==> config.mk <==
export PLATFORM = sky130hd
export DESIGN_NAME = score_ctrl
export DESIGN_NICKNAME = d
export VERILOG_FILES = /design/src/rtl/tetris_pkg.sv /design/src/rtl/bin2bcd_seq.sv /design/src/rtl/score_ctrl.sv
export SDC_FILE = /design/constraint.sdc
export NUM_CORES = 1
export LEC_CHECK = 0
export CELL_PAD_IN_SITES_DETAIL_PLACEMENT = 0
export CELL_PAD_IN_SITES_GLOBAL_PLACEMENT = 1
export CORE_UTILIZATION = 47
export CTS_BUF_LIST = sky130_fd_sc_hd__clkbuf_4 sky130_fd_sc_hd__clkbuf_8
export CTS_CLUSTER_SIZE = 8
export DETAILED_ROUTE_END_ITERATION = 8
export PLACE_DENSITY_LB_ADDON = 0.1
export SYNTH_ARGS = -nofsm -noshare
export SYNTH_HDL_FRONTEND = slang
export SYNTH_SLANG_ARGS = --single-unit
export TNS_END_PERCENT = 10
==> constraint.sdc <==
create_clock -name clk -period 4.29 [get_ports clk]
set_input_delay 0.858 -clock clk [delete_from_list [all_inputs] [get_ports clk]]
set_output_delay 0.858 -clock clk [all_outputs]
set_load 0.05 [all_outputs]
==> src/rtl/tetris_pkg.sv <==
// Shared types and constants for the Tetris score path: FSM states, the
// line-clear points table, score limits and the double-dabble digit adjust.
package tetris_pkg;

    localparam int SCORE_W  = 14;
    localparam int BCD_W    = 16;
    localparam int LINES_W  = 3;
    localparam int SUM_W    = 15;
    localparam int DD_ITERS = 14;

    localparam logic [SCORE_W-1:0] MAX_SCORE = 14'd9999;

    // Indexed directly by the registered line count; illegal counts map to 0.
    localparam logic [SUM_W-1:0] POINTS [8] = '{
        15'd0, 15'd10, 15'd30, 15'd50, 15'd80, 15'd0, 15'd0, 15'd0
    };

    typedef enum logic [1:0] {
        IDLE,
        ADD,
        CONV,
        PUBLISH
    } state_t;

    function automatic logic [BCD_W-1:0] bcdAdjust(input logic [BCD_W-1:0] bcd);
        logic [BCD_W-1:0] adjusted;
        adjusted = bcd;
        for (int d = 0; d < 4; d++) begin
            if (bcd[4*d +: 4] >= 4'd5) begin
                adjusted[4*d +: 4] = bcd[4*d +: 4] + 4'd3;
            end
        end
        return adjusted;
    endfunction

endpackage

==> src/rtl/bin2bcd_seq.sv <==
// Iterative double-dabble converter: one add-3/shift step per clock.
// o_done is high during the final step, so o_bcd is valid from the next cycle.
module bin2bcd_seq
    import tetris_pkg::*;
(
    input  logic               clk,
    input  logic               rst,
    input  logic               i_load,
    input  logic [SCORE_W-1:0] i_bin,
    output logic               o_done,
    output logic [BCD_W-1:0]   o_bcd
);

    logic [BCD_W+SCORE_W-1:0] r_shift;
    logic [3:0]               r_cnt;
    logic                     r_active;
    logic [BCD_W-1:0]         w_adjusted;

    assign w_adjusted = bcdAdjust(r_shift[BCD_W+SCORE_W-1:SCORE_W]);

    always_ff @(posedge clk or negedge rst) begin
        if (!rst) begin
            r_shift  <= '0;
            r_cnt    <= '0;
            r_active <= 1'b0;
        end else if (i_load) begin
            r_shift  <= {{BCD_W{1'b0}}, i_bin};
            r_cnt    <= '0;
            r_active <= 1'b1;
        end else if (r_active) begin
            r_shift <= {w_adjusted, r_shift[SCORE_W-1:0]} << 1;
            r_cnt   <= r_cnt + 4'd1;
            if (r_cnt == 4'(DD_ITERS - 1)) begin
                r_active <= 1'b0;
            end
        end
    end

    assign o_done = r_active && (r_cnt == 4'(DD_ITERS - 1));
    assign o_bcd  = r_shift[BCD_W+SCORE_W-1:SCORE_W];

endmodule

==> src/rtl/score_ctrl.sv <==
// Score controller: accepts line-clear events, adds saturating points, converts
// the score to BCD for the display and runs the free-running digit-scan divider.
module score_ctrl
    import tetris_pkg::*;
#(
    parameter int SCAN_DIV = 100000
) (
    input  logic               clk,
    input  logic               rst,
    input  logic               clr_valid,
    input  logic [LINES_W-1:0] clr_lines,
    output logic               clr_ready,
    input  logic               game_reset,
    output logic [SCORE_W-1:0] score_bin,
    output logic [BCD_W-1:0]   score_bcd,
    output logic               bcd_valid,
    output logic               scan_tick,
    output logic               busy
);

    localparam int DIV_W = (SCAN_DIV > 1) ? $clog2(SCAN_DIV) : 1;
    localparam logic [DIV_W-1:0] DIV_LAST = DIV_W'(SCAN_DIV - 1);

    state_t               r_state;
    state_t               w_nextState;
    logic [LINES_W-1:0]   r_lines;
    logic [SCORE_W-1:0]   r_scoreBin;
    logic [BCD_W-1:0]     r_scoreBcd;
    logic                 r_bcdValid;
    logic [DIV_W-1:0]     r_divCnt;
    logic                 r_scanTick;

    logic                 w_accept;
    logic                 w_legal;
    logic                 w_load;
    logic [SUM_W-1:0]     w_sum;
    logic [SCORE_W-1:0]   w_satSum;
    logic                 w_engDone;
    logic [BCD_W-1:0]     w_engBcd;

    assign clr_ready = (r_state == IDLE) && !game_reset;
    assign busy      = (r_state != IDLE);
    assign w_accept  = clr_valid && clr_ready;
    assign w_legal   = (r_lines != 3'd0) && (r_lines <= 3'd4);
    assign w_sum     = {1'b0, r_scoreBin} + POINTS[r_lines];
    assign w_satSum  = (w_sum > {1'b0, MAX_SCORE}) ? MAX_SCORE : w_sum[SCORE_W-1:0];

    bin2bcd_seq u_bin2bcd (
        .clk    (clk),
        .rst    (rst),
        .i_load (w_load),
        .i_bin  (w_satSum),
        .o_done (w_engDone),
        .o_bcd  (w_engBcd)
    );

    always_ff @(posedge clk or negedge rst) begin
        if (!rst) begin
            r_state <= IDLE;
        end else begin
            r_state <= w_nextState;
        end
    end

    // game_reset overrides every state, which also aborts any conversion in flight.
    always_comb begin
        w_nextState = r_state;
        w_load      = 1'b0;
        if (game_reset) begin
            w_nextState = IDLE;
        end else begin
            case (r_state)
                IDLE: begin
                    if (clr_valid) begin
                        w_nextState = ADD;
                    end
                end
                ADD: begin
                    if (w_legal) begin
                        w_load      = 1'b1;
                        w_nextState = CONV;
                    end else begin
                        w_nextState = IDLE;
                    end
                end
                CONV: begin
                    if (w_engDone) begin
                        w_nextState = PUBLISH;
                    end
                end
                PUBLISH: begin
                    w_nextState = IDLE;
                end
                default: begin
                    w_nextState = IDLE;
                end
            endcase
        end
    end

    always_ff @(posedge clk or negedge rst) begin
        if (!rst) begin
            r_lines    <= '0;
            r_scoreBin <= '0;
            r_scoreBcd <= '0;
            r_bcdValid <= 1'b0;
        end else if (game_reset) begin
            r_scoreBin <= '0;
            r_scoreBcd <= '0;
            r_bcdValid <= 1'b1;
        end else begin
            r_bcdValid <= (r_state == PUBLISH);
            if (w_accept) begin
                r_lines <= clr_lines;
            end
            if ((r_state == ADD) && w_legal) begin
                r_scoreBin <= w_satSum;
            end
            if (r_state == PUBLISH) begin
                r_scoreBcd <= w_engBcd;
            end
        end
    end

    // Display scan divider runs regardless of game state.
    always_ff @(posedge clk or negedge rst) begin
        if (!rst) begin
            r_divCnt   <= '0;
            r_scanTick <= 1'b0;
        end else begin
            r_scanTick <= (r_divCnt == DIV_LAST);
            r_divCnt   <= (r_divCnt == DIV_LAST) ? '0 : r_divCnt + 1'b1;
        end
    end

    assign score_bin = r_scoreBin;
    assign score_bcd = r_scoreBcd;
    assign bcd_valid = r_bcdValid;
    assign scan_tick = r_scanTick;

endmodule
==> results_tabular.tex <==
\begin{tabular}{lr}
\hline
Metric & Value \\
\hline
\multicolumn{2}{l}{\textbf{Cells and area}} \\
\quad Final Non-Filler Cells & 692 \\
\quad Proportion of layout cells with a drive suffix above 1 & 0.0733 \\
\quad Number of diodes added for antenna fixing & 0 \\
\quad Final net count & 584 \\
\quad Final standard cell utilization of the core & 0.564 \\
\quad Area delta synth->final & 14.8\% \\
\multicolumn{2}{l}{\textbf{Power and ir drop}} \\
\quad Worst IR drop on VDD & 0.000162 V \\
\quad Net Switching & 0.967 mW \\
\quad Reported leakage power & 2.45 nW \\
\quad Relative contribution of combinational cells to total power & 0.346 \\
\quad Internal power & 1.62 mW \\
\quad Clock share of power & 0.211 \\
\quad Proportion of total power due to net switching & 0.374 \\
\quad Power density of the placed cells & 464 nW/um\^{}2 \\
\quad Share of power burned in registers & 0.443 \\
\multicolumn{2}{l}{\textbf{Routing}} \\
\quad Vias per inst & 5.46 \\
\quad Total wire length & 10,500 um \\
\quad Routed WL per cell & 15.2 um \\
\quad DRT iter0 DRCs & 198 \\
\quad Number of search-and-repair iterations in the first detailed-routing pass & 5 \\
\quad Vias post-DR & 3,775 \\
\quad Residual antenna-violating net count after detailed routing & 0 \\
\quad Residual DRC & 0 \\
\multicolumn{2}{l}{\textbf{Worst setup path}} \\
\quad Element type at the critical path end & register \\
\quad Data arrival at the endpoint of the critical path & 3670 ps \\
\quad Kind of critical path & reg -> reg \\
\quad Cell type group with the largest total delay on the critical path & compound AO/OA/AOI/OAI gates \\
\quad Required time at the endpoint of the critical path & 4570 ps \\
\quad CP max stage delay & 480 ps \\
\quad Peak fanout along the critical path & 16 \\
\quad Cell Chain, Critical Path & inv\_1, ha\_1, nor2\_1, ha\_1, inv\_1, fa\_1, nor2b\_1, o211ai\_1, a311oi\_1, a41oi\_1, a2111oi\_2, a211o\_4, a2bb2oi\_1 \\
\quad Origin of the critical flop-to-flop path & r\_lines[1] \\
\quad Worst Setup SP & r\_lines[1] \\
\quad Startpoint type of the worst setup path & register \\
\quad Number of buffers and inverters on the critical path & 2 \\
\quad Critical-path top delay cell & a2111oi\_2 \\
\multicolumn{2}{l}{\textbf{Global routing}} \\
\quad Largest net degree at the start of global routing & 66 \\
\quad Global-route wire length before repair & 17,900 um \\
\quad Number of antenna violations at the first check in global routing & 0 \\
\quad Global-route congestion overflow total & 0 \\
\quad Via count of the first global-routing pass & 3,628 \\
\quad Global-route usage over all layers & 0.210 \\
\multicolumn{2}{l}{\textbf{STA}} \\
\quad Final hold violation count & 0 \\
\quad Slew at the pin closest to its max-slew limit & 1130 ps \\
\quad Final Slew Violations & 0 \\
\quad Setup repair after global routing missed its margin & no \\
\quad Final critical delay including setup and external delays & 3390 ps \\
\quad Final setup vio count & 0 \\
\quad Max transition margin & 0.247 \\
\quad Total Negative Setup Slacks & 0 ps \\
\quad Clk\_skew & 14.9 ps \\
\quad Post-route clock period utilization & 0.790 \\
\quad Highest clock frequency the design can meet & 295 MHz \\
\multicolumn{2}{l}{\textbf{Clock tree}} \\
\quad Quantity of gates resized following cts & 0 \\
\quad Clock tree from TritonCTS & yes \\
\quad CTS root buf & clkbuf\_8 \\
\quad Clk buf depth & 2 \\
\quad Post-CTS Hold Fix Bufs & 0 \\
\quad Clock Latency Late Sink & 370 ps \\
\quad Clock transition time at the flip-flop clock pins of the worst setup and hold paths & 90 ps \\
\quad CTS Sinks & 89 \\
\quad Number of buffers created by CTS & 9 \\
\quad H-Tree Depth & 3 \\
\quad Post-CTS setup buffers & 0 \\
\multicolumn{2}{l}{\textbf{Yosys}} \\
\quad XOR/XNOR Fraction of Synth Area & 0.0596 \\
\quad Most area-hungry cell type in the Yosys netlist & dfrtp\_1 \\
\quad Fraction of synthesized area in multiplexers & 0.0395 \\
\quad Ranking of synthesized cells by area & dfrtp\_1 (46\%), ha\_1 (5.7\%), nand2\_1 (5.5\%) \\
\quad Number of cells produced by synthesis & 516 \\
\quad Post-synthesis area per instance & 9.40 sq um \\
\quad YS warnings & 0 \\
\quad Number of synthesized flops with an enable pin & 0 \\
\quad Area fraction of the dominant cell type after synthesis & 0.459 \\
\quad Proportion of register bits with asynchronous set or reset after synthesis & 1.00 \\
\quad Main synth FF type & dfrtp\_1 \\
\quad Most frequently used cell type in the post-synthesis netlist & dfrtp\_1 \\
\quad Register bit count reported by yosys & 89 \\
\quad Syn\_nets & 546 \\
\quad Distinct cells, synth & 56 \\
\quad Simple-Gate Fraction of Synth Area & 0.174 \\
\quad Adder and majority cell fraction of the synthesized area & 0.0609 \\
\quad Post-synthesis instance area & 4850 sq um \\
\quad Register area share after synthesis & 0.459 \\
\quad Most common library cells after synthesis & dfrtp\_1 (89), nand2\_1 (71), nor2\_1 (43), a21oi\_1 (40), o21ai\_0 (26) \\
\quad Complex-gate fraction of the synthesized area & 0.169 \\
\quad Combinational family with the most area after synthesis & simple AND/OR/NAND/NOR gates \\
\multicolumn{2}{l}{\textbf{Die}} \\
\quad Starting utilization of the core area & 0.492 \\
\quad DIE WIDTH & 104 um \\
\quad Die height & 104 um \\
\quad Core ar. & 9860 sq um \\
\quad Std cell rows & 36 \\
\quad I/O pins & 41 \\
\quad Area enclosed by the die boundary & 10,700 sq um \\
\multicolumn{2}{l}{\textbf{Flow run}} \\
\quad \# Max-Cap Violations & 0 \\
\multicolumn{2}{l}{\textbf{Status}} \\
\quad Status & finished, final reports clean \\
\multicolumn{2}{l}{\textbf{Place}} \\
\quad Total of buffers placed on input and output ports & 40 \\
\quad Weighted congestion reported at the end of routability-driven placement & 0.848 \\
\quad Detail Placement HPWL & 7400 um \\
\quad Post-placement cell count & 676 \\
\multicolumn{2}{l}{\textbf{Hold path}} \\
\quad Hold path startpoint & r\_divCnt[4] \\
\quad Path type of the worst min-delay path & reg -> reg \\
\hline
\end{tabular}
[through the flow]
step | setup slack, ps | area (sq um) | hold slack [ps] | power [mW]
2_1_floorplan | 1260 | 4850 | 445 | 1.84
3_3_place_gp | 1180 | 5380 | 467 | 2.03
3_5_place_dp | 978 | 5380 | 474 | 2.06
4_1_cts | 930 | 5570 | 493 | 2.61
5_1_grt | 640 | 5570 | 510 | 2.79
6_report | 902 | 5570 | 490 | 2.59
[state kept, by name (all words and copies together) (netlist names), 2 cells and up]
signal,flops
u_bin2bcd.r_shift,30
r_divCnt,17
r_state,2
r_lines,3
score_bin,14
u_bin2bcd.r_cnt,4
score_bcd,16
[cell usage in the layout, fill, tap and decap left out, types with 2 or more instances in the layout]
master,instances
a211oi_1,6
a21oi_1,40
a22o_1,2
a22oi_1,3
a2bb2oi_1,5
a31oi_1,4
and2_1,5
and3_1,6
buf_4,9
clkbuf_8,10
clkdlybuf4s50_1,38
clkinv_4,2
dfrtp_1,89
ha_1,22
inv_1,25
mux2i_1,18
nand2_1,71
nand2b_1,8
nand3_1,19
nand4_1,3
nor2_1,43
nor2b_1,9
nor3_1,9
nor4_1,2
o211ai_1,4
o21a_1,3
o21ai_0,26
o21ai_1,5
o22ai_1,3
o22ai_2,5
or2_1,2
or2_2,3
xnor2_1,18
xor2_1,15
[power by group through the flow]
stage	Clock (mW)	Combinational (mW)	Sequential, mW
after CTS	0.564	0.903	1.15
after detailed placement	0	0.897	1.16
after global placement	0	0.876	1.16
after floorplan	0	0.705	1.13
after global routing	0.600	1.01	1.17
final	0.545	0.894	1.15
[cell families (layout without fill, tap and decap cells)]
| family | count (synthesis) | count (layout) |
|---|---|---|
| AOI/OAI and AO/OA | 122 | 122 |
| xor gates and xnor gates | 33 | 33 |
| adders and majority gates | 23 | 23 |
| buffers and inverters | 45 | 88 |
| DFF | 89 | 89 |
| muxes | 19 | 19 |
| and+or+nand+nor | 185 | 185 |
[final timing paths]
path	endpoint	slack (ps)	cells past startpoint
max in group asynchronous	u_bin2bcd.r_shift[19]	2850	2
min	r_divCnt[4]	490	1
min reg2reg	r_divCnt[4]	490	1
max reg2reg	u_bin2bcd.r_shift[3]	900	13
max	u_bin2bcd.r_shift[3]	900	13
min in group asynchronous	bcd_valid	580	1
[metal layers]
metal | up-vias | part of all wire | GRT usage
met3 | 14 | 0.044 | 0.0441
li1 | 1863 | - | -
met4 | 0 | 0.014 | 0.0673
met2 | 77 | 0.44 | 0.314
met1 | 1821 | 0.50 | 0.303
met5 | - | 0 | 0
[cell type report]
class	count	area [sq um]
inverters	25	93.8
fillers	897	4300
multi-input cells	382	2450
clock buffers	11	145
flip-flops and latches	89	2230
clock inverters	5	38.8
repair buffers	47	448
well taps	133	166
(Power assumes the default switching activity.)
